$ cat src/rtl/bgp_level_monitor_if.sv
// Wishbone slave bus bundle for the bandgap level monitor.
interface bgp_level_monitor_if;
    logic        wbs_stb_i;
    logic        wbs_cyc_i;
    logic        wbs_we_i;
    logic [3:0]  wbs_sel_i;
    logic [31:0] wbs_adr_i;
    logic [31:0] wbs_dat_i;
    logic        wbs_ack_o;
    logic [31:0] wbs_dat_o;

    modport master (
        output wbs_stb_i, wbs_cyc_i, wbs_we_i, wbs_sel_i, wbs_adr_i, wbs_dat_i,
        input  wbs_ack_o, wbs_dat_o
    );

    modport slave (
        input  wbs_stb_i, wbs_cyc_i, wbs_we_i, wbs_sel_i, wbs_adr_i, wbs_dat_i,
        output wbs_ack_o, wbs_dat_o
    );
endinterface

$ cat src/rtl/bgp_level_monitor.sv
// Bandgap level monitor: synchronizes and debounces the macro's level output, measures
// high-time and rising edges over a programmable window, exposes results over Wishbone.
module bgp_level_monitor #(
    parameter logic [31:0] ADDR_BASE  = 32'h3000_0000,
    parameter int unsigned DEB_CYCLES = 4,
    parameter int unsigned CNT_W      = 24
) (
    input  logic               wb_clk_i,
    input  logic               wb_rst_ni,
    input  logic               bgp_level_i,
    bgp_level_monitor_if.slave wbs,
    output logic               irq_o
);
    localparam int unsigned     DebW   = $clog2(DEB_CYCLES + 1);
    localparam int unsigned     EdgeW  = (CNT_W < 24) ? CNT_W : 24;
    localparam logic [CNT_W-1:0] CntMax = '1;
    localparam logic [CNT_W-1:0] CntOne = CNT_W'(1);

    typedef enum logic [1:0] {StIdle, StRun, StLatch} state_e;

    state_e            state_q, state_d;
    logic              sync1_q, sync2_q, filt_q, filt_flip, filt_rise;
    logic [DebW-1:0]   deb_cnt_q;
    logic              ack_q, hit, wr, wr_ctrl, wr_win, wr_stat, clr;
    logic [31:0]       dat_q, rd_data, win_wr32;
    logic [1:0]        offs;
    logic              en_q, irq_en_q, done_q, ovf_q, irq_q;
    logic [CNT_W-1:0]  win_q, win_len_q, win_cnt_q, live_high_q, live_edge_q, high_q, edge_q;
    logic              load_win, do_count, do_latch, ovf_set;
    logic [23:0]       edge_rd;
    logic              unused_adr;

    assign unused_adr = ^wbs.wbs_adr_i[1:0];

    // Filter flips after DEB_CYCLES consecutive samples that disagree with it
    assign filt_flip = (sync2_q != filt_q) && (deb_cnt_q == DebW'(DEB_CYCLES - 1));
    assign filt_rise = filt_flip && sync2_q;

    // Two-flop synchronizer followed by the debounce counter
    always_ff @(posedge wb_clk_i or negedge wb_rst_ni) begin
        if (!wb_rst_ni) begin
            sync1_q   <= 1'b0;
            sync2_q   <= 1'b0;
            filt_q    <= 1'b0;
            deb_cnt_q <= '0;
        end else begin
            sync1_q <= bgp_level_i;
            sync2_q <= sync1_q;
            if (sync2_q == filt_q) begin
                deb_cnt_q <= '0;
            end else if (filt_flip) begin
                deb_cnt_q <= '0;
                filt_q    <= sync2_q;
            end else begin
                deb_cnt_q <= deb_cnt_q + DebW'(1);
            end
        end
    end

    // Bus decode; the ack itself blocks a second hit so acks never come back to back
    assign hit     = wbs.wbs_stb_i & wbs.wbs_cyc_i & ~ack_q
                     & (wbs.wbs_adr_i[31:4] == ADDR_BASE[31:4]);
    assign offs    = wbs.wbs_adr_i[3:2];
    assign wr      = hit & wbs.wbs_we_i;
    assign wr_ctrl = wr & (offs == 2'd0) & wbs.wbs_sel_i[0];
    assign wr_win  = wr & (offs == 2'd1);
    assign wr_stat = wr & (offs == 2'd2) & wbs.wbs_sel_i[0];
    assign clr     = wr_ctrl & wbs.wbs_dat_i[1];

    // Byte-lane merge of a WINDOW write into its current value
    always_comb begin
        win_wr32 = 32'(win_q);
        for (int b = 0; b < 4; b++) begin
            if (wbs.wbs_sel_i[b]) win_wr32[8*b +: 8] = wbs.wbs_dat_i[8*b +: 8];
        end
    end

    // Read-back mux
    always_comb begin
        edge_rd = '0;
        edge_rd[EdgeW-1:0] = edge_q[EdgeW-1:0];
        rd_data = '0;
        unique case (offs)
            2'd0: rd_data = {edge_rd, 5'b0, irq_en_q, 1'b0, en_q};
            2'd1: rd_data = 32'(win_q);
            2'd2: rd_data = {29'b0, ovf_q, filt_q, done_q};
            2'd3: rd_data = 32'(high_q);
        endcase
    end

    // Measurement FSM state register
    always_ff @(posedge wb_clk_i or negedge wb_rst_ni) begin
        if (!wb_rst_ni) state_q <= StIdle;
        else            state_q <= state_d;
    end

    // Measurement FSM next state; CLR overrides everything, including LATCH
    always_comb begin
        state_d = state_q;
        unique case (state_q)
            StIdle:  if (en_q && (win_q != '0)) state_d = StRun;
            StRun: begin
                if (!en_q)                                state_d = StIdle;
                else if (win_cnt_q == win_len_q - CntOne) state_d = StLatch;
            end
            StLatch: state_d = (en_q && (win_q != '0)) ? StRun : StIdle;
            default: state_d = StIdle;
        endcase
        if (clr) state_d = StIdle;
    end

    // Measurement FSM outputs
    always_comb begin
        load_win = (state_q != StRun) && (state_d == StRun);
        do_count = (state_q == StRun) && (state_d != StIdle);
        do_latch = (state_q == StLatch) && !clr;
        ovf_set  = do_count && ((win_cnt_q == CntMax) || (filt_q && (live_high_q == CntMax))
                                || (filt_rise && (live_edge_q == CntMax)));
    end

    // Live window counters, zeroed whenever a window is not in progress
    always_ff @(posedge wb_clk_i or negedge wb_rst_ni) begin
        if (!wb_rst_ni) begin
            win_len_q   <= '0;
            win_cnt_q   <= '0;
            live_high_q <= '0;
            live_edge_q <= '0;
        end else if (clr || load_win || (state_q == StIdle)) begin
            if (load_win) win_len_q <= win_q;
            win_cnt_q   <= '0;
            live_high_q <= '0;
            live_edge_q <= '0;
        end else if (do_count) begin
            if (win_cnt_q != CntMax) win_cnt_q <= win_cnt_q + CntOne;
            if (filt_q && (live_high_q != CntMax)) live_high_q <= live_high_q + CntOne;
            if (filt_rise && (live_edge_q != CntMax)) live_edge_q <= live_edge_q + CntOne;
        end
    end

    // Software registers, latched results and the interrupt
    always_ff @(posedge wb_clk_i or negedge wb_rst_ni) begin
        if (!wb_rst_ni) begin
            en_q     <= 1'b0;
            irq_en_q <= 1'b0;
            win_q    <= '0;
            done_q   <= 1'b0;
            ovf_q    <= 1'b0;
            high_q   <= '0;
            edge_q   <= '0;
            irq_q    <= 1'b0;
        end else begin
            if (wr_ctrl) begin
                en_q     <= wbs.wbs_dat_i[0];
                irq_en_q <= wbs.wbs_dat_i[2];
            end
            if (wr_win) win_q <= win_wr32[CNT_W-1:0];
            if (clr) begin
                high_q <= '0;
                edge_q <= '0;
                done_q <= 1'b0;
                ovf_q  <= 1'b0;
            end else begin
                if (do_latch) begin
                    high_q <= live_high_q;
                    edge_q <= live_edge_q;
                end
                if (do_latch)                         done_q <= 1'b1;
                else if (wr_stat && wbs.wbs_dat_i[0]) done_q <= 1'b0;
                if (ovf_set)                          ovf_q  <= 1'b1;
                else if (wr_stat && wbs.wbs_dat_i[2]) ovf_q  <= 1'b0;
            end
            irq_q <= done_q & irq_en_q;
        end
    end

    // Single-cycle ack; data only driven alongside it
    always_ff @(posedge wb_clk_i or negedge wb_rst_ni) begin
        if (!wb_rst_ni) begin
            ack_q <= 1'b0;
            dat_q <= '0;
        end else begin
            ack_q <= hit;
            dat_q <= hit ? rd_data : 32'h0;
        end
    end

    assign wbs.wbs_ack_o = ack_q;
    assign wbs.wbs_dat_o = dat_q;
    assign irq_o         = irq_q;
endmodule

$ cat src/flat_wrapper.sv
// flat-port wrapper written by rule: the top's interface ports become plain ports
module bgp_level_monitor_flat 
#(
    parameter logic [31:0] ADDR_BASE  = 32'h3000_0000,
    parameter int unsigned DEB_CYCLES = 4,
    parameter int unsigned CNT_W      = 24
)
  (wb_clk_i, wb_rst_ni, bgp_level_i, irq_o, wbs_wbs_stb_i, wbs_wbs_cyc_i, wbs_wbs_we_i, wbs_wbs_sel_i, wbs_wbs_adr_i, wbs_wbs_dat_i, wbs_wbs_ack_o, wbs_wbs_dat_o);
  bgp_level_monitor_if wbs_i ();
  input  logic wb_clk_i;
  input  logic wb_rst_ni;
  input  logic bgp_level_i;
  output logic irq_o;
  input wire logic [$bits(wbs_i.wbs_stb_i)-1:0] wbs_wbs_stb_i;
  input wire logic [$bits(wbs_i.wbs_cyc_i)-1:0] wbs_wbs_cyc_i;
  input wire logic [$bits(wbs_i.wbs_we_i)-1:0] wbs_wbs_we_i;
  input wire logic [$bits(wbs_i.wbs_sel_i)-1:0] wbs_wbs_sel_i;
  input wire logic [$bits(wbs_i.wbs_adr_i)-1:0] wbs_wbs_adr_i;
  input wire logic [$bits(wbs_i.wbs_dat_i)-1:0] wbs_wbs_dat_i;
  output wire logic [$bits(wbs_i.wbs_ack_o)-1:0] wbs_wbs_ack_o;
  output wire logic [$bits(wbs_i.wbs_dat_o)-1:0] wbs_wbs_dat_o;
  assign wbs_i.wbs_stb_i = wbs_wbs_stb_i;
  assign wbs_i.wbs_cyc_i = wbs_wbs_cyc_i;
  assign wbs_i.wbs_we_i = wbs_wbs_we_i;
  assign wbs_i.wbs_sel_i = wbs_wbs_sel_i;
  assign wbs_i.wbs_adr_i = wbs_wbs_adr_i;
  assign wbs_i.wbs_dat_i = wbs_wbs_dat_i;
  assign wbs_wbs_ack_o = wbs_i.wbs_ack_o;
  assign wbs_wbs_dat_o = wbs_i.wbs_dat_o;
  bgp_level_monitor #(.ADDR_BASE(ADDR_BASE), .DEB_CYCLES(DEB_CYCLES), .CNT_W(CNT_W)) u_core (.wb_clk_i(wb_clk_i), .wb_rst_ni(wb_rst_ni), .bgp_level_i(bgp_level_i), .wbs(wbs_i), .irq_o(irq_o));
endmodule
$ cat config.mk
export PLATFORM = sky130hd
export DESIGN_NAME = bgp_level_monitor_flat
export DESIGN_NICKNAME = d
export VERILOG_FILES = /design/src/rtl/bgp_level_monitor_if.sv /design/src/rtl/bgp_level_monitor.sv /design/src/flat_wrapper.sv
export SDC_FILE = /design/constraint.sdc
export NUM_CORES = 1
export LEC_CHECK = 0
export ABC_AREA = 1
export CORE_MARGIN = 2
export CORE_UTILIZATION = 56
export CTS_CLUSTER_SIZE = 8
export DETAILED_ROUTE_END_ITERATION = 12
export PLACE_DENSITY = 0.8
export SLEW_MARGIN = 20
export SYNTH_ARGS = -nofsm -noshare
export SYNTH_HDL_FRONTEND = slang
export SYNTH_SLANG_ARGS = --single-unit
$ cat constraint.sdc
create_clock -name wb_clk_i -period 6.2 [get_ports wb_clk_i]
set_input_delay 1.24 -clock wb_clk_i [delete_from_list [all_inputs] [get_ports wb_clk_i]]
set_output_delay 1.24 -clock wb_clk_i [all_outputs]
set_load 0.01 [all_outputs]
# == Word level (Yosys, flattened, before mapping) ==
# Cells that the tools add are included.
# classes
eq_ne,18
n_addsub,5
n_reduce_logical,37
mux,29
n_bitwise,13
# ops
op,count
2-to-1 mux 24 bit,13
one-hot mux 32 bit (4 select lines),1
"adder 24 x 1 -> 24 bit, second input constant",3
"== test 24 bit, second input constant",3
"inequality test 24 bit, second input constant",3
2-to-1 mux 32 bit,1
"== test 28 x 26 -> 1 bit, second input constant",1
== test 24 bit,1
nonzero test 24 bit,1
"subtractor 24 x 1 -> 24 bit, second input constant",1
AND reduction 2 bit,8
logical AND 1 bit,13
nonzero test 2 bit,6
AND 1 bit,11
2-to-1 mux 2 bit,4
2-to-1 mux 1 bit,7
"== test 2 x 1 -> 1 bit, second input constant",3
"== test 2 bit, second input constant",3
2-to-1 mux 3 bit,2
one-hot mux 2 bit (3 select lines),1
nonzero test 3 bit,2
zero test 2 bit,2
logical OR 1 bit,4
"adder 3 x 1 -> 3 bit, second input constant",1
6 further kinds,7
# word_totals
reg_bits,214
output_inout_bits,34
word_cells,123
input_bits,74

# == Depth between registers and ports, before layout ==
# Gate-level depths: netlist (run 1).
# logic_depth
depth_word,14
depth_mapped,21
ltp_nobuf,19

# == Least setup slack after synthesis (run 1) ==
# No wires, ideal clock.
# synth_timing
path_type,input to register
startpoint,input port wbs_wbs_adr_i[14]
endpoint,register u_core.win_cnt_q[10]
arrival_ns,2.833
setup_time_ns,0.065
required_time_ns,6.135
cell_stages,12
n_path_buf,1
slack_ns,3.301
cell_sequence,nor2_1 nand2_1 nor2_1 nand4_2 nor2_4 nand4_4 nand2_2 inv_2 nand2_1 clkbuf_1 nand4_1 nand2_1
# synth_between
elab_chain_cells,13
word_cells_on_any_way,17
cone_classes,2 x eq/ne; 2 x mux; 5 x bitwise; 8 x reduce/logical
# synth_rtl
item,line_no,rtl
start: declaration,flat_wrapper.sv:18,input wire logic [$bits(wbs_i.wbs_adr_i)-1:0] wbs_wbs_adr_i;
== test 28 x 26 -> 1 bit (*),bgp_level_monitor.sv:62,& (wbs.wbs_adr_i[31:4] == ADDR_BASE[31:4]);
AND 1 bit (*),bgp_level_monitor.sv:62,
AND 1 bit (*),bgp_level_monitor.sv:64,assign wr = hit & wbs.wbs_we_i;
AND 1 bit (*) (2 in a row),bgp_level_monitor.sv:65,assign wr_ctrl = wr & (offs == 2'd0) & wbs.wbs_sel_i[0];
AND 1 bit (*),bgp_level_monitor.sv:68,assign clr = wr_ctrl & wbs.wbs_dat_i[1];
2-to-1 mux 2 bit,bgp_level_monitor.sv:109,if (clr) state_d = StIdle;
== test 2 x 1 -> 1 bit,bgp_level_monitor.sv:114,load_win = (state_q != StRun) && (state_d == StRun);
logical AND 1 bit,bgp_level_monitor.sv:114,
logical OR 1 bit (2 in a row),bgp_level_monitor.sv:128,end else if (clr || load_win || (state_q == StIdle)) begin
nonzero test 2 bit (no source line),--,
AND reduction 2 bit (no source line),--,
end signal: assignment,bgp_level_monitor.sv:134,if (win_cnt_q != CntMax) win_cnt_q <= win_cnt_q + CntOne;
end: declaration,bgp_level_monitor.sv:28,"logic [CNT_W-1:0] win_q, win_len_q, win_cnt_q, live_high_q, live_edge_q, high_q, edge_q;"
# Every way passes the cells marked *; elsewhere a longest branch is shown, timed or not.
# A chain may end at the register's enable or synchronous reset.

# == Final worst setup path (run 1) ==
# layout_timing
startpoint,input port wbs_wbs_adr_i[14]
endpoint,register u_core.live_edge_q[4]
# layout_between
elab_chain_cells,13
word_cells_on_any_way,17
cone_classes,2 x eq/ne; 2 x mux; 5 x bitwise; 8 x reduce/logical
# layout_rtl
item,line_no,rtl
== test 28 x 26 -> 1 bit (*),bgp_level_monitor.sv:62,
AND 1 bit (*),bgp_level_monitor.sv:62,
AND 1 bit (*),bgp_level_monitor.sv:64,
AND 1 bit (*) (2 in a row),bgp_level_monitor.sv:65,
AND 1 bit (*),bgp_level_monitor.sv:68,
2-to-1 mux 2 bit,bgp_level_monitor.sv:109,
== test 2 x 1 -> 1 bit,bgp_level_monitor.sv:114,
logical AND 1 bit,bgp_level_monitor.sv:114,
logical OR 1 bit (2 in a row),bgp_level_monitor.sv:128,
nonzero test 2 bit (no source line),--,
AND reduction 2 bit (no source line),--,
end signal: assignment,bgp_level_monitor.sv:136,if (filt_rise && (live_edge_q != CntMax)) live_edge_q <= live_edge_q + CntOne;
end: declaration,bgp_level_monitor.sv:28,
# Marks and branches as above.

==> results of run 1 <==
logic make-up (layout without fill, tap and decap cells):
| group | Yosys count | count (layout) | synth area share [%] |
|---|---|---|---|
| simple gates | 799 | 799 | 31.5 |
| buf+inv | 256 | 325 | 9.65 |
| flops | 214 | 214 | 45.3 |
| compound gates | 115 | 115 | 5.21 |
| xor+xnor | 77 | 77 | 5.71 |
| mux | 22 | 22 | 2.10 |
| fa+ha+maj | 5 | 5 | 0.529 |
worst register-to-register path, delay by kind of cell (launching register included):
family | cells | cell delay (ps)
AND/OR/NAND/NOR | 14 | 2230
flip-flops | 1 | 390
buffers and inverters | 2 | 660
adder cells (fa/ha/maj) | 1 | 220
layout make-up:
cell class	count	area, sq um	area share (%)
clock buffers	32	758	5.59
clock inverters	1	16.3	0.120
inverters	186	698	5.15
multi-input cells	1018	5330	39.3
flip-flops and latches	214	5360	39.5
well taps	275	344	2.54
repair buffers	106	1050	7.77
cell usage in the layout (no fill, tap or decap), drive strengths merged:
master | synthesis | routed
a21oi | 11 | 11
a221oi | 1 | 1
a31o | 1 | 1
a31oi | 17 | 17
and2 | 2 | 2
buf | 35 | 11
clkbuf | 35 | 32
clkdlybuf4s50 | 0 | 95
clkinv | 3 | 4
dfrtp | 214 | 214
ha | 5 | 5
inv | 183 | 183
mux2 | 22 | 22
nand2 | 384 | 384
nand3 | 66 | 66
nand3b | 7 | 7
nand4 | 141 | 141
nor2 | 119 | 119
nor3 | 57 | 57
nor3b | 2 | 2
nor4 | 21 | 21
o2111ai | 1 | 1
o21ai | 78 | 78
o22ai | 6 | 6
xnor2 | 12 | 12
xor2 | 65 | 65
final timing paths:
kind                                                      start                            endpoint  slack, ps  cells past startpoint
worst max-delay path                          wbs_wbs_adr_i[14]   u_core.live_edge_q[4]$_DFFE_PN0P_       2130                     15
worst min-delay path                   u_core.sync1_q$_DFF_PN0_            u_core.sync2_q$_DFF_PN0_        430                      0
worst max register to register  u_core.win_len_q[0]$_DFFE_PN0P_  u_core.live_high_q[16]$_DFFE_PN0P_       2650                     17
worst min register to register         u_core.sync1_q$_DFF_PN0_            u_core.sync2_q$_DFF_PN0_        430                      0
max in group asynchronous                             wb_rst_ni       u_core.edge_q[20]$_DFFE_PN0P_       4410                      2
min in group asynchronous                             wb_rst_ni     u_core.win_cnt_q[9]$_DFFE_PN0P_        640                      1
Yosys cell counts, types with 2 or more instances:
library cell and number:
sky130_fd_sc_hd__nand2_1 376, sky130_fd_sc_hd__dfrtp_1 214, sky130_fd_sc_hd__inv_1 179, sky130_fd_sc_hd__nand4_1 139, sky130_fd_sc_hd__nor2_1 104, sky130_fd_sc_hd__o21ai_0 68, sky130_fd_sc_hd__xor2_1 65, sky130_fd_sc_hd__nand3_1 64
sky130_fd_sc_hd__nor3_1 56, sky130_fd_sc_hd__clkbuf_1 33, sky130_fd_sc_hd__mux2_2 22, sky130_fd_sc_hd__nor4_1 21, sky130_fd_sc_hd__buf_2 18, sky130_fd_sc_hd__a31oi_1 17, sky130_fd_sc_hd__xnor2_1 12, sky130_fd_sc_hd__a21oi_1 11
sky130_fd_sc_hd__nor2_2 11, sky130_fd_sc_hd__o21ai_1 10, sky130_fd_sc_hd__buf_8 9, sky130_fd_sc_hd__nand3b_1 7, sky130_fd_sc_hd__nand2_2 6, sky130_fd_sc_hd__o22ai_1 6, sky130_fd_sc_hd__ha_1 5, sky130_fd_sc_hd__buf_6 4
sky130_fd_sc_hd__inv_2 4, sky130_fd_sc_hd__nor2_4 4, sky130_fd_sc_hd__clkinv_1 3, sky130_fd_sc_hd__buf_4 2, sky130_fd_sc_hd__clkbuf_2 2, sky130_fd_sc_hd__nand2_4 2, sky130_fd_sc_hd__nand3_2 2, sky130_fd_sc_hd__nor3b_1 2
metrics by stage:
stage               hold slack [ps]  cell area, sq um
floorplan                       331             11800
finish                          429             13600
global placement                396             12800
CTS                             409             13600
global route                    414             13600
detailed placement              399             12800
metal layers:
layer | vias up | track usage (%)
li1 | 5031 | -
met1 | 5083 | 37.7
met2 | 352 | 50.8
met3 | 95 | 3.33
met4 | 0 | 12.1
met5 | - | 0
sequential cells by signal (all words and copies together) (netlist names):
register and count:
u_core.ovf_q 1, u_core.sync2_q 1, u_core.edge_q 24, u_core.wbs.wbs_dat_o 32, u_core.win_q 24, u_core.sync1_q 1
u_core.state_q 2, u_core.irq_o 1, u_core.irq_en_q 1, u_core.high_q 24, u_core.deb_cnt_q 3, u_core.en_q 1
u_core.done_q 1, u_core.live_edge_q 24, u_core.wbs.wbs_ack_o 1, u_core.win_cnt_q 24, u_core.win_len_q 24, u_core.live_high_q 24
u_core.filt_q 1
power groups by stage:
| stage | clock [mW] | combinational [mW] | sequential [mW] |
|---|---|---|---|
| 3_5_place_dp | 0 | 0.112 | 1.44 |
| 5_1_grt | 1.49 | 0.125 | 1.42 |
| 3_3_place_gp | 0 | 0.109 | 1.44 |
| 2_1_floorplan | 0 | 0.0332 | 1.44 |
| 6_report | 1.41 | 0.110 | 1.42 |
| 4_1_cts | 1.43 | 0.112 | 1.42 |
==> flow_results.org, run 1 <==
** Pwr
- Ratio of total power to cell area :: around 220 nW/um^2
- Internal power comes to around 2.3 mW.
- The analysis attributes to net switching a power of 633 uW.
- The share of total power dissipated in the clock network is approximately 48%.
- Sw Share :: 21.6%
- In this run, the combinational gates consume 3.7% of the power.
- Across the VDD grid, the largest voltage drop is approximately 0.23 mV.
- Overall power consumption after layout is estimated at 2.94 mW.
- Fraction of power consumed by sequential logic :: 48.3%
- For this design the static power due to leakage is approximately 6.4 nW.

** Place
- Post-detail-place hpwl :: 22,600 um
- Final weighted congestion of routability-driven global placement :: around 0.9
- Placed Instances :: 1,799
- Pre-CTS setup slack :: between 1500 and 2000 ps
- I/O Buffers :: 96

** Layout
- Layout area overhead :: 14.7%
- Layout cells sized above 1 :: 6.49%
- # fillers :: approximately 1,800
- Final Non-Filler Cells :: 1,832
- Cells fill between 60 and 70% of the core in the end.
- Antenna diode count :: 0
- Final net count :: 1,635

** Global route
- For this run the aggregate overflow at the end of global routing stands at 0.
- Via count of the first global-routing pass :: ~10,000
- Global routing used 29.4% of the available tracks across all layers.
- Initial antenna violation count :: 0
- The first global-routing pass estimated roughly 52,000 um of wire.
- Entering global routing, the biggest net connects 146 pins.

** CTS
- Once the clock tree was built, the resizer swapped 0 gates to a different size.
- Buffers inserted to repair hold after CTS numbered 0.
- Once the clock tree was built, the setup fixing pass inserted 0 buffers.
- CTS placed an instance of sky130_fd_sc_hd__clkbuf_16 at the clock tree root.
- Clock-pin transition on the worst setup and hold timing paths :: 50 ps
- Clk buf depth :: 3
- Counting every sink on the clock net gives 214.
- TritonCTS clock tree :: done
- In this run the number of H-tree levels came out at 1.
- Worst-Skew Late Latency :: 550 ps
- Buffers inserted during clock tree synthesis total 30.

** Worst setup path
- Setup crit end kind :: flip-flop
- Critical path's slowest cell :: sky130_fd_sc_hd__nand4_4
- The kind of cell with the highest combined delay along the critical path is simple AND/OR/NAND/NOR gates.
- Data required time at the worst endpoint :: ~6600 ps
- Critical-path maximum fanout :: 34
- The largest single stage delay on the critical path is ~450 ps.
- For the worst setup path, the data arrival time is approximately 4500 ps.
- STA classifies the critical path startpoint as a primary input.
- Worst path bufs/invs :: 4
- Critical path, cell by cell :: clkdlybuf4s50_1, nor2_1, nand2_1, nor2_1, nand4_2, buf_4, nor2_4, nand4_4, nand2_2, inv_2, nand2_2, inv_2, nand2_1, xor2_1, nor2_1
- Critical path's most frequent cell :: sky130_fd_sc_hd__nor2_1
- The worst setup path is of the in2reg kind.

** Routing
- Detailed routing inserted a total of roughly 11,000 vias.
- Top routing layer used :: met4
- Met1 layer wirelength in the final routing :: 12,900 um
- Violation count after the first detailed-route iteration :: approximately 1,000
- After detailed routing, the total wire length is approximately 32,000 um.
- Routed wire length per instance :: 17.5 um
- In the routed layout, each cell is associated on average with a via count of about 5.8.
- Routed wire length on met3 :: 1700 um
- In the routed design, unresolved DRC markers number 0.
- Summed over all nets, wire length on met2 after detailed routing comes to 16,000 um.
- Post-route ant nets :: 0
- First-pass iteration count of the detailed router :: 5

** Die
- Die area :: approximately 22,000 sq um
- Number of placement rows :: 53
- Measured along the y axis, the die boundary spans 149 um.
- Die outline width :: 149 um
- For this configuration, the core starts out at a cell density of around 57%.
- I/O pin count :: between 100 and 150
- After floorplanning, the core was sized to cover roughly 21,000 sq um.

** Synth
- Seq/Total Area, Yosys :: 45.3%
- After synthesis the netlist holds a flip-flop and latch count of 214.
- Distinct cell type count of the synthesized netlist :: 42
- sky130_fd_sc_hd__dfrtp_1 takes more of the synthesized area than any other cell.
- Post-synth EDFFs :: 0
- In the synthesized netlist, the number of instances is 1,488.
- Async SR Flop Fraction :: 100%
- Synthesized area per cell :: just under 8 sq um
- Biggest area contributors in the synthesized netlist :: sky130_fd_sc_hd__dfrtp_1 (45%), sky130_fd_sc_hd__nand2_1 (12%), sky130_fd_sc_hd__nand4_1 (7.4%), sky130_fd_sc_hd__inv_1 (5.7%), sky130_fd_sc_hd__xor2_1 (4.8%)
- Synthesis produced a netlist with a net count of around 1,600.
- Primary flip-flop cell chosen by synthesis mapping :: sky130_fd_sc_hd__dfrtp_1
- Yosys printed 0 warnings.
- The mapped netlist covers 11,800 sq um.
- Fraction of synthesized cell area taken by the top area cell type :: between 40 and 50%

** STA
- Setup skew after layout :: around 24 ps
- Shortest clock period the worst path allows after layout :: just over 4000 ps
- For this run, the top clock speed supported by timing is 246 MHz.
- Worst-margin pin slew :: 987 ps
- Final-report max-slew violation count :: 0
- Worst max-slew margin expressed relative to the limit :: 34.1%
- Final setup violating endpoints :: 0
- The hold violation total from the final report was 0.
- The worst path uses around 66% of the clock period.
- Slack of the critical path :: between 2000 and 2500 ps
- RSZ-0062 raised after global routing :: no
- Total negative setup slack :: 0 ps

** Flow run
- Number of max-capacitance violations reported :: 0

** Min path
- The path class of the tightest hold or removal check is reg2reg.

** Status
- Result of the run :: complete, no violations
No activity file was read; power rests on OpenSTA's default activity.
==> run 2, diff against run 1 <==
--- a/config.mk
+++ b/config.mk
@@ -7,10 +7,10 @@
 export LEC_CHECK = 0
 export ABC_AREA = 1
 export CORE_MARGIN = 2
-export CORE_UTILIZATION = 56
+export CORE_UTILIZATION = 53
 export CTS_CLUSTER_SIZE = 8
 export DETAILED_ROUTE_END_ITERATION = 12
-export PLACE_DENSITY = 0.8
+export PLACE_DENSITY = 0.79
 export SLEW_MARGIN = 20
 export SYNTH_ARGS = -nofsm -noshare
 export SYNTH_HDL_FRONTEND = slang
==> constraint.sdc (replaced) <==
create_clock -name wb_clk_i -period 3.62 [get_ports wb_clk_i]
set_input_delay 0.724 -clock wb_clk_i [delete_from_list [all_inputs] [get_ports wb_clk_i]]
set_output_delay 0.724 -clock wb_clk_i [all_outputs]
set_load 0.01 [all_outputs]
==> run 2 against run 1 <==
Largest cell class unchanged. Worst setup slack lost 1600 ps. Clock skew shrank 10 ps. Sequential share of layout area shrank 0.32 points. Clock power grew 71%. Global-route usage shrank 1.6 points. Highest routed layer unchanged. Combinational power grew 75%. Count of clock-buffer cells in the layout is the same.
==> flow_results.org, run 2 (synthesis gave the netlist of run 1 again) <==
** Status
- Result of the run :: complete, no violations (unchanged)

** Global route
- Via count of the first global-routing pass :: 10,279 (was 10,197)
- The total global-route track usage is 27.8% (was 29.4%).
- The maximum number of pins on one net before global-route repair came to 82 (was 146).
- Overflow after GRT :: 0 (unchanged)
- The initial antenna violation count was 0 (unchanged).
- The wire length of the first global-routing pass is 53,200 um (was 52,300 um).

** Min path
- Worst hold path class :: in2async (was reg2reg)

** STA
- The final worst slack is 553 ps (was 2130 ps).
- The worst clock skew on the final layout was 13.6 ps (was 24.0 ps).
- Total negative setup slack :: 0 ps (unchanged)
- The setup-violating endpoint count in the final report is 0 (unchanged).
- The hold violation total from the final report came to 0 (unchanged).
- Shortest clock period the worst path allows after layout :: 3070 ps
- RSZ-0062 raised after global routing: no (unchanged).
- The worst slew margin relative to its limit came to 53.5% (was 34.1%).
- The count of pins over their slew limit is 0 (unchanged).
- Final clock period utilization by the worst path :: 84.7%
- The measured slew at the worst slew-check pin is 693 ps (was 987 ps).
- For this run, the top clock speed supported by timing is ~330 MHz.

** Worst setup path
- Critical Setup Path Class :: reg2reg (was in2reg)
- Critical-path maximum fanout :: 29 (was 34)
- Max incr delay on CP :: 390 ps (was 450 ps)
- Critical path's most frequent cell :: sky130_fd_sc_hd__nand2_1 (was sky130_fd_sc_hd__nor2_1)
- The data arrival at the endpoint of the critical path is 3550 ps (was 4490 ps).
- The type of element capturing the critical path is a flip-flop (unchanged).
- The endpoint required time on the critical path was 4100 ps (was 6620 ps).
- Critical path, cell by cell :: inv_2, ha_1, nand2_2, nor2_2, nand3_1, nand2_1, nand2_1, nor2_1, nand2_1, nor2_1, nand3_1, nand2_2, nand3_2, nand2_4, buf_4, nand4_1, nand2_1 (was clkdlybuf4s50_1, nor2_1, nand2_1, nor2_1, nand4_2, buf_4, nor2_4, nand4_4, nand2_2, inv_2, nand2_2, inv_2, nand2_1, xor2_1, nor2_1)
- Element type at the critical path start :: flip-flop (was primary input)
- Worst path bufs/invs :: 2 (was 4)
- Critical path's slowest cell :: sky130_fd_sc_hd__dfrtp_1 (was sky130_fd_sc_hd__nand4_4)
- The family with the most delay on the worst path is simple AND/OR/NAND/NOR gates (unchanged).

** CTS
- Post-CTS setup buffer count :: 0 (unchanged)
- Clock-pin transition on the worst setup and hold timing paths :: 50 ps (about the same)
- The count of cells resized by post-cts repair was 0 (unchanged).
- The TritonCTS buffer count is 30 (unchanged).
- The clock insertion delay at the later pin of the skew report was 550 ps (about the same).
- The clock tree from TritonCTS is done (unchanged).
- The CTS H-tree depth was 1 (unchanged).
- The maximum count of clock buffers along a single path came to 3 (unchanged).
- CTS Root Cell :: sky130_fd_sc_hd__clkbuf_16 (unchanged)
- CTS Hold Buffers Added :: 0 (unchanged)
- Clock sink count :: 214 (unchanged)

** Layout
- Combined area of the multi-input logic cells :: 5330 sq um (about the same)
- # fillers :: 1,896 (was 1,762)
- Most frequent cells in the layout: sky130_fd_sc_hd__nand2_1 (376), sky130_fd_sc_hd__dfrtp_1 (214), sky130_fd_sc_hd__inv_1 (179), sky130_fd_sc_hd__nand4_1 (139), sky130_fd_sc_hd__nor2_1 (102) (was sky130_fd_sc_hd__nand2_1 (376), sky130_fd_sc_hd__dfrtp_1 (214), sky130_fd_sc_hd__inv_1 (179), sky130_fd_sc_hd__nand4_1 (139), sky130_fd_sc_hd__nor2_1 (101)).
- Layout cells sized above 1 :: 7.08% (was 6.49%)
- Cell area after layout :: 13,700 sq um (was 13,600 sq um)
- The register area came to 5360 sq um (unchanged).
- Most frequent standard cell in the layout excluding fill and tap cells :: sky130_fd_sc_hd__nand2_1 (unchanged)
- Final net count :: 1,646 (was 1,635)
- Flip-flop count of the largest register, all copies and words added :: 32 (unchanged)
- The number of antenna diodes is 0 (unchanged).
- The area added between synthesis and finish came to 15.6% (was 14.7%).
- The fraction of the core area covered by cells at the end of the flow was 62.4% (was 64.9%).

** Die
- The x dimension of the die came to 153 um (was 149 um).
- The height of the chip was 153 um (was 149 um).
- The count of standard-cell rows was 54 (was 53).
- Effective utilization at floorplan :: 54.0% (was 56.6%)
- The area of the core was 21,900 sq um (was 20,900 sq um).
- The number of top-level pins was 108 (unchanged).
- The die area is 23,500 sq um (was 22,300 sq um).

** Place
- Pre-CTS setup slack :: 484 ps (was 1620 ps)
- The half-perimeter wire length of the detailed placement result came to 23,400 um (was 22,600 um).
- Placed cell area :: 12,900 sq um (was 12,800 sq um)
- Final weighted congestion of routability-driven global placement :: 0.925 (was 0.909)
- I/O Buffers :: 96 (unchanged)

** Routing
- The routed length on met1 came to 13,600 um (was 12,900 um).
- The top metal layer carrying routed signals was met4 (unchanged).
- The ratio of routed vias to standard cells is 5.74 (was 5.76).
- The sum of met3 wire segment lengths after detailed routing came to 1990 um (was 1700 um).
- The count of routing violations after the opening detailed-route iteration came to 944 (was 987).
- First-pass iteration count of the detailed router :: 5 (unchanged)
- The overall routed net length was 32,800 um (was 32,000 um).
- Post-route ant nets :: 0 (unchanged)
- The DRC violation count after routing is 0 (unchanged).
- Number of vias in the routed layout :: 10,606 (was 10,561)
- Routed wire length per instance :: 17.7 um (was 17.5 um)
- Detailed-routed wire length on met2 :: 16,000 um (about the same)

** Flow run
- Number of max-capacitance violations reported :: 0 (unchanged)

** Pwr
- Leakage :: 6.47 nW (was 6.41 nW)
- Post-route total power :: 5.03 mW (was 2.94 mW)
- The maximum vdd drop came to 0.445 mV (was 0.230 mV).
- The areal power density over the cells is 368 nW/um^2 (was 217 nW/um^2).
-- run 2: cell types whose count changed in the layout (fill, tap and decap cells not counted) --
cell                       delta
sky130_fd_sc_hd__buf_8        -1
sky130_fd_sc_hd__nor2_1       +1
sky130_fd_sc_hd__clkbuf_8     +1
sky130_fd_sc_hd__buf_12       +2
sky130_fd_sc_hd__buf_4        +9
sky130_fd_sc_hd__nor2_2       -1
-- run 2: stage by stage --
step,instances,hold WS (ps)
final,1848,176
after global routing,1848,204
after CTS,1848,203
after detailed placement,1815,340
after global placement,1815,335
after floorplan,1488,331
-- run 2: worst paths after layout --
path / slack [ps] / end / cells after the start / from
min: 180 / u_core.live_edge_q[19]$_DFFE_PN0P_ / 1 / wb_rst_ni
max reg2reg: 550 / u_core.live_high_q[13]$_DFFE_PN0P_ / 17 / u_core.win_len_q[0]$_DFFE_PN0P_
min reg2reg: 350 / u_core.sync2_q$_DFF_PN0_ / 0 / u_core.sync1_q$_DFF_PN0_
max: 550 / u_core.live_high_q[13]$_DFFE_PN0P_ / 17 / u_core.win_len_q[0]$_DFFE_PN0P_
max in group asynchronous: 2600 / u_core.win_len_q[1]$_DFFE_PN0P_ / 2 / wb_rst_ni
min in group wb_clk_i: 350 / u_core.sync2_q$_DFF_PN0_ / 0 / u_core.sync1_q$_DFF_PN0_
-- run 2: metal layers --
layer  up-vias  global-route usage, %
li1       5055                      -
met1      5093                   37.6
met2       376                   46.7
met3        82                   3.97
met4         0                   8.91
met5         -                      0
-- run 2: final cells by class --
| type | count | share of cell area, % |
|---|---|---|
| clock inverters | 1 | 0.119 |
| clock buffers | 32 | 5.55 |
| flip-flops and latches | 214 | 39.2 |
| well taps | 280 | 2.56 |
| inverters | 186 | 5.11 |
| repair buffers | 117 | 8.49 |
| multi-input cells | 1018 | 39.0 |
-- run 2: worst reg2reg max path: cells and delay by family, from the launching register on --
family        cells  cell delay (ps)
fa+ha+maj         1              200
buf+inv           2              460
flops             1              390
simple gates     14             1930
-- run 2: report_power, final --
group	switching (mW)	total, mW	internal, mW
sequential	0.0133	2.43	2.41
combinational	0.105	0.192	0.0867
clock	0.966	2.41	1.45
total	1.08	5.03	3.95
